File: config.mk
export PLATFORM = sky130hd
export DESIGN_NAME = chrono_run_controller_flat
export DESIGN_NICKNAME = d
export VERILOG_FILES = /design/src/rtl/chrono_run_controller_if.sv /design/src/rtl/chrono_run_controller.sv /design/src/flat_wrapper.sv
export SDC_FILE = /design/constraint.sdc
export NUM_CORES = 1
export LEC_CHECK = 0
export BUFFER_PORTS_ARGS = -buffer_cell sky130_fd_sc_hd__buf_2
export CAP_MARGIN = 40
export CORE_UTILIZATION = 53
export DETAILED_ROUTE_END_ITERATION = 10
export PLACE_DENSITY_LB_ADDON = 0.15
export SYNTH_ARGS = -nofsm -noshare
export SYNTH_HDL_FRONTEND = slang
export SYNTH_SLANG_ARGS = --single-unit
File: constraint.sdc
create_clock -name clk_ms -period 2.1 [get_ports clk_ms]
set_clock_uncertainty 0.05 [all_clocks]
set_input_delay 0.525 -clock clk_ms [delete_from_list [all_inputs] [get_ports clk_ms]]
set_output_delay 0.525 -clock clk_ms [all_outputs]
set_load 0.05 [all_outputs]
File: src/rtl/chrono_run_controller_if.sv
// Bundle between the chronometer control FSM and the board/datapath side.
// Ports: buttons in, counter/display strobes and status out of the slave.
interface chrono_run_controller_if;
  logic       btn_startstop;
  logic       btn_lapreset;
  logic       count_en;
  logic       count_clr;
  logic       display_freeze;
  logic       lap_capture;
  logic [1:0] run_state;
  logic [3:0] lap_count;

  modport master (
    output btn_startstop,
    output btn_lapreset,
    input  count_en,
    input  count_clr,
    input  display_freeze,
    input  lap_capture,
    input  run_state,
    input  lap_count
  );

  modport slave (
    input  btn_startstop,
    input  btn_lapreset,
    output count_en,
    output count_clr,
    output display_freeze,
    output lap_capture,
    output run_state,
    output lap_count
  );
endinterface

File: src/rtl/chrono_run_controller.sv
// Start/stop/lap chronometer control FSM with button sync, edge and lockout.
// Ports: clk_ms, reset (sync, active-high), bus (slave): btn_startstop,
// btn_lapreset in; count_en, count_clr, display_freeze, lap_capture,
// run_state[1:0], lap_count[3:0] out.
// Optional: define CHRONO_LAP_COUNTER_EN to build the saturating lap counter.
module chrono_run_controller #(
  parameter int CLK_DIV    = 25000,
  parameter int LOCKOUT_MS = 100
) (
  input  logic                    clk_ms,
  input  logic                    reset,
  chrono_run_controller_if.slave  bus
);

  localparam int DW = (CLK_DIV > 1) ? $clog2(CLK_DIV) : 1;
  localparam logic [DW-1:0] DIV_LAST = DW'(CLK_DIV - 1);
  localparam logic [7:0] LOCK_LAST = 8'(LOCKOUT_MS - 1);

  typedef enum logic [1:0] {
    IDLE    = 2'd0,
    RUNNING = 2'd1,
    LAP     = 2'd2,
    STOPPED = 2'd3
  } state_t;

  logic [DW-1:0] div;
  logic          tick;

  assign tick = (div == DIV_LAST);

  always_ff @(posedge clk_ms) begin
    if (reset)     div <= '0;
    else if (tick) div <= '0;
    else           div <= div + 1'b1;
  end

  // Bit 0 = Start/Stop, bit 1 = Lap/Reset.
  logic [1:0]      raw;
  logic [1:0]      sync1;
  logic [1:0]      sync2;
  logic [1:0]      dly;
  logic [1:0]      armed;
  logic [1:0]      press;
  logic [1:0][7:0] lock_cnt;

  assign raw   = {bus.btn_lapreset, bus.btn_startstop};
  assign press = sync2 & ~dly & armed;

  always_ff @(posedge clk_ms) begin
    if (reset) begin
      sync1    <= '0;
      sync2    <= '0;
      dly      <= '0;
      armed    <= '1;
      lock_cnt <= '0;
    end else begin
      sync1 <= raw;
      sync2 <= sync1;
      dly   <= sync2;
      for (int i = 0; i < 2; i++) begin
        if (press[i]) begin
          armed[i]    <= 1'b0;
          lock_cnt[i] <= '0;
        end else if (!armed[i] && tick) begin
          lock_cnt[i] <= lock_cnt[i] + 8'd1;
          // Re-arm as the count reaches LOCKOUT_MS.
          if (lock_cnt[i] == LOCK_LAST) armed[i] <= 1'b1;
        end
      end
    end
  end

  logic   ss;
  logic   lr;
  state_t state;
  state_t state_nx;
  logic   clr_nx;
  logic   cap_nx;

  assign ss = press[0];
  assign lr = press[1];

  // Start/Stop is tested first everywhere, so it wins a same-cycle tie.
  always_comb begin
    state_nx = state;
    clr_nx   = 1'b0;
    cap_nx   = 1'b0;
    unique case (state)
      IDLE: begin
        if (ss)      state_nx = RUNNING;
        else if (lr) clr_nx   = 1'b1;
      end
      RUNNING: begin
        if (ss) begin
          state_nx = STOPPED;
        end else if (lr) begin
          state_nx = LAP;
          cap_nx   = 1'b1;
        end
      end
      LAP: begin
        if (ss)      state_nx = STOPPED;
        else if (lr) state_nx = RUNNING;
      end
      STOPPED: begin
        if (ss) begin
          state_nx = RUNNING;
        end else if (lr) begin
          state_nx = IDLE;
          clr_nx   = 1'b1;
        end
      end
      default: state_nx = IDLE;
    endcase
  end

  logic count_en;
  logic count_clr;
  logic display_freeze;
  logic lap_capture;

  always_ff @(posedge clk_ms) begin
    if (reset) begin
      state          <= IDLE;
      count_en       <= 1'b0;
      count_clr      <= 1'b0;
      display_freeze <= 1'b0;
      lap_capture    <= 1'b0;
    end else begin
      state          <= state_nx;
      count_en       <= (state_nx == RUNNING) || (state_nx == LAP);
      count_clr      <= clr_nx;
      display_freeze <= (state_nx == LAP);
      lap_capture    <= cap_nx;
    end
  end

  assign bus.run_state      = state;
  assign bus.count_en       = count_en;
  assign bus.count_clr      = count_clr;
  assign bus.display_freeze = display_freeze;
  assign bus.lap_capture    = lap_capture;

`ifdef CHRONO_LAP_COUNTER_EN
  logic [3:0] laps;
  logic       lap_inc;

  assign lap_inc = (state == RUNNING) && (state_nx == LAP);

  always_ff @(posedge clk_ms) begin
    if (reset)                         laps <= '0;
    else if (clr_nx)                   laps <= '0;
    else if (lap_inc && laps != 4'hF)  laps <= laps + 4'd1;
  end

  assign bus.lap_count = laps;
`else
  assign bus.lap_count = 4'd0;
`endif

endmodule
File: src/flat_wrapper.sv
// flat-port wrapper written by rule: the top's interface ports become plain ports
module chrono_run_controller_flat 
#(
  parameter int CLK_DIV    = 25000,
  parameter int LOCKOUT_MS = 100
)
  (clk_ms, reset, bus_btn_startstop, bus_btn_lapreset, bus_count_en, bus_count_clr, bus_display_freeze, bus_lap_capture, bus_run_state, bus_lap_count);
  chrono_run_controller_if bus_i ();
  input  logic clk_ms;
  input  logic reset;
  input wire logic [$bits(bus_i.btn_startstop)-1:0] bus_btn_startstop;
  input wire logic [$bits(bus_i.btn_lapreset)-1:0] bus_btn_lapreset;
  output wire logic [$bits(bus_i.count_en)-1:0] bus_count_en;
  output wire logic [$bits(bus_i.count_clr)-1:0] bus_count_clr;
  output wire logic [$bits(bus_i.display_freeze)-1:0] bus_display_freeze;
  output wire logic [$bits(bus_i.lap_capture)-1:0] bus_lap_capture;
  output wire logic [$bits(bus_i.run_state)-1:0] bus_run_state;
  output wire logic [$bits(bus_i.lap_count)-1:0] bus_lap_count;
  assign bus_i.btn_startstop = bus_btn_startstop;
  assign bus_i.btn_lapreset = bus_btn_lapreset;
  assign bus_count_en = bus_i.count_en;
  assign bus_count_clr = bus_i.count_clr;
  assign bus_display_freeze = bus_i.display_freeze;
  assign bus_lap_capture = bus_i.lap_capture;
  assign bus_run_state = bus_i.run_state;
  assign bus_lap_count = bus_i.lap_count;
  chrono_run_controller #(.CLK_DIV(CLK_DIV), .LOCKOUT_MS(LOCKOUT_MS)) u_core (.clk_ms(clk_ms), .reset(reset), .bus(bus_i));
endmodule
## Word-level counts from Yosys, hierarchy flattened

Index checks and enable logic that the tools add are counted.

| operators by class | value |
|---|---|
| reductions and logical operators | 18 |
| muxes and demuxes | 16 |
| equality and inequality tests | 8 |
| bitwise logic cells | 5 |
| add/sub/neg operators | 3 |

Operators with widths:

| operator | count |
|---|---|
| $add 8x1->8 const B | 2 |
| $eq 8x7->1 const B | 2 |
| $add 15x1->15 const B | 1 |
| $eq 15x15->1 const B | 1 |
| $mux 2 | 7 |
| $reduce_or 2->1 | 6 |
| $mux 1 | 8 |
| $pmux 2 s4 | 1 |
| $reduce_bool 2->1 | 4 |
| $eq 2x2->1 const B | 3 |
| $and 2x2->2 | 2 |
| $eq 2x1->1 const B | 2 |
| $reduce_and 2->1 | 2 |
| $logic_and 1x1->1 | 2 |
| $logic_not 1->1 | 2 |
| $logic_not 2->1 | 1 |
| $not 1->1 | 2 |
| $not 2->2 | 1 |
| $logic_or 1x1->1 | 1 |

| word-level totals | value |
|---|---|
| input port bits | 4 |
| word-level logic and storage cells | 63 |
| output and inout bits | 10 |
| register bits after elaboration | 45 |

## Longest topological paths before layout

| depth | value |
|---|---|
| depth in word-level cells | 8 |
| mapped depth | 8 |
| gate-level depth less buffers | 7 |

## Least setup slack after synthesis

No wires, ideal clock.

| path | value |
|---|---|
| kind | register to register |
| start | register u_core.div[0] |
| end | register u_core.lock_cnt[3] in the netlist's numbering |
| clock period less this slack | 2.185 ns |
| arrival time | 2.065 ns |
| data required time | 1.980 ns |
| setup slack | -0.085 ns |
| cell stages (with the launch flop) | 8 |
| path buffers | 2 |
| library setup time | 0.070 ns |
| path through | dfxtp_1 ha_1 nand3_4 or4_4 buf_6 buf_6 or4_1 a21oi_1 |

| on the way | value |
|---|---|
| longest elaborated chain between the ends | 2 |

Ends and longest elaborated chain:

| what | RTL line | source |
|---|---|---|
| start: declaration | chrono_run_controller.sv:26 | `logic [DW-1:0] div;` |
| start signal: assignment | chrono_run_controller.sv:34 | `else div <= div + 1'b1;` |
| $eq 15x15->1 | chrono_run_controller.sv:29 | `assign tick = (div == DIV_LAST);` |
| $logic_and 1x1->1 | chrono_run_controller.sv:64 | `end else if (!armed[i] && tick) begin` |
| end signal: indexed assignment | chrono_run_controller.sv:65 | `lock_cnt[i] <= lock_cnt[i] + 8'd1;` |
| end: declaration | chrono_run_controller.sv:44 | `logic [1:0][7:0] lock_cnt;` |

Every way passes these cells.
A chain may end at the register's enable or synchronous reset.

## Worst setup path after layout

| path | value |
|---|---|
| start | register u_core.div[11] |
| end | register u_core.lock_cnt[0] in the netlist's numbering |

Same word-level chain as after synthesis.

==> run metrics <==
status=finished, final reports clean; final-layout fill cell count=332; Finished Cell Area=2450 um2; Area growth syn-to-layout=14.7%; Placed Instances=297; Hold Path Class=input port to flip-flop; final hold vios=0; worst hold slack=375 ps; area leader, netlist=dfxtp_1; Reg2Reg Depth=4; Core Rows=22; reg2reg start=u_core.div[11]; # DRC=0; vias in the first global route=1,628; CTS tree=built; Pre-antenna DRT Iters=4; antenna violations before repair=0; dpl hpwl=roughly 2900 um; FF-to-FF End=u_core.lock_cnt[0]; Ys Warns=0; Seq/Total Area, Yosys=a little over two fifths; Crit-path slowest cell=or4b_2; #FFs+latches synth=45; Worst R2R Setup Slack=approximately 73 ps; CTS Hold Bufs=0; final WL=between 4000 and 5000 um; CP Data Arrival Time=2210 ps; IO Port Bufs=9; initial core utilization=56.6%; Area contributors post-synth=dfxtp_1 42%, or4_1 5.3%, ha_1 4.7%, a21oi_1 4.2%, o31ai_1 4.2%; Setup violations, final=0; cell area after synthesis=2140 um2; buffer and inverter count on the worst path=0; Slew Limit Fails=0; Crit. End Element=flip-flop; drt wl/cell=14.2 um; layout cells sized above 1=16.6%; most frequent cells in the layout=42 x dfxtp_1, 21 x nor2_1, 18 x a21oi_1; Final Core Density=65.0%; Clock transition at path regs=80 ps; Max clock buf depth=2; Finished Layout Cells=between 300 and 400; Leakage Power=0.825 nW; clock sink total=45; gr usage total=between 20% and 30%; critical path peak fanout=5; Synth cell types=38; Hold Path Cell Cnt=2; Num CTS Buffers=5; first-pass GRT wire length=around 7400 um; # diodes=0; MaxCap Viol Count=0; commonest non-fill, non-tap cell in the layout=dfxtp_1; period utilization=96.5%; Initial DRC Count=88; Layout Nets=270; Post-Syn Instances=238; mean post-synth cell area=around 9 um2; Setup Buffers After CTS=0; IO Pins=14; clock root cell=clkbuf_8; critical path type=flip-flop to flip-flop; H-tree depth=2; pwr/cell area=712 nW/um2; Die X=65.5 um; top cell type's share of synthesized area=a little over two fifths; Core Region=approximately 3800 um2; Vias/cell=5.86; placed inst area=around 2300 um2; DR vias=1,799; crit-path leading delay family=simple AND/OR/NAND/NOR gates; Post-DRT Antenna Nets=0; largest net degree at the start of global routing=17; max incr delay on CP=710 ps; crit-path cells=or4b_2, or3_4, or3_1, a21oi_1; global route overflow=0; Clock Latency Late Sink=310 ps; Final Critical Period=between 2000 and 2500 ps; worst hold start=bus_btn_lapreset; worst path required time=roughly 2300 ps; Worst Setup Start Kind=flip-flop; gpl congestion=0.779; Die Area=4290 um2; hold endpoint=u_core.sync1[1]; Max Clock Freq=between 400 and 500 MHz; Power Total=~1.7 mW; Max VDD drop=0.503 mV; Crit. Startpoint=u_core.div[11]; Die Y=65.5 um
==> sequential cells by signal, indices dropped and copies added, names as in the netlist <==
register	count
u_core.bus.run_state	2
u_core.bus.display_freeze	1
u_core.bus.count_clr	1
u_core.armed	2
u_core.bus.lap_capture	1
u_core.bus.count_en	1
u_core.lock_cnt	16
u_core.sync1	2
u_core.div	15
u_core.dly	2
u_core.sync2	2
==> area by class of cell <==
cell class	instances	area (um2)	share of cell area [%]
multi-input combinational	179	1190	48.7
sequential	45	905	36.9
timing repair buffer	21	135	5.52
clock buffer	5	68.8	2.81
clock inverter	3	65.1	2.66
tap	48	60.1	2.45
inverter	6	22.5	0.919
==> per-layer routing <==
metal  track usage [%]  up-vias  share of wire [%]
li1                  -      917                  -
met1              30.0      848                 50
met2              34.9       28                 46
met3              6.42        6                3.5
met4              7.88        0                1.3
met5                 0        -                  0
==> kinds of logic (layout without fill, tap and decap cells) <==
family / count (synthesis) / after routing / synth area share, %
xor+xnor: 11 / 11 / 4.51
simple gates: 112 / 114 / 31.5
fa+ha+maj: 8 / 8 / 4.69
other cells: 1 / 4 / 0.176
buf+inv: 19 / 35 / 4.80
compound gates: 42 / 42 / 12.1
flops: 45 / 45 / 42.2
==> power by group <==
group | leakage (nW) | switching [mW] | internal, mW
Combinational | 0.391 | 0.0603 | 0.0270
Sequential | 0.366 | 0.0138 | 0.868
Clock | 0.0681 | 0.304 | 0.473
==> timing repair <==
| item | in CTS | in global routing |
|---|---|---|
| setup endpoints to repair | 1 | 11 |
| pin swaps | 1 | 2 |
| cloned | 2 | 0 |
| gates resized for setup | 2 | 4 |
==> worst max path at each step <==
stage | end | slack [ps] | cells past startpoint
after floorplan | u_core.bus.count_en | 8 | 6
after CTS | u_core.lock_cnt[4] | 10 | 4
after detailed placement | u_core.lock_cnt[12] | 20 | 5
final | u_core.lock_cnt[0] | 70 | 4
after global routing | u_core.lock_cnt[0] | -10 | 4
after global placement | u_core.lock_cnt[6] | 70 | 5
==> cells in the mapped netlist (all sizes together) <==
master and count:
dfxtp 45, nor2 21, a21oi 18, or4 16, o31ai 12, nand3 11
nand2 9, nor2b 9, xnor2 9, buf 8, ha 8, nand4b 8
o21ai 7, or3 7, inv 6, nand4 6, nor3 6, clkbuf 5
nor4 5, nand2b 3, nand3b 3, a211o 2, and2 2, and3 2
xor2 2, a31o 1, a32o 1, and3b 1, conb 1, nor4b 1
o21bai 1, or2 1, or4b 1
==> worst register-to-register path, stage by stage (launching register included) <==
cell     delay [ps]
dfxtp_2         360
or4b_2          710
or3_4           400
or3_1           310
a21oi_1         140
==> metrics by stage <==
stage,worst slack [ps],setup TNS (ps)
3_5_place_dp,24.5,0
6_report,72.5,0
2_1_floorplan,7.84,0
4_1_cts,13.4,0
3_3_place_gp,70.3,0
5_1_grt,-13.6,-13.6
Power figures use the tool's default switching activity.
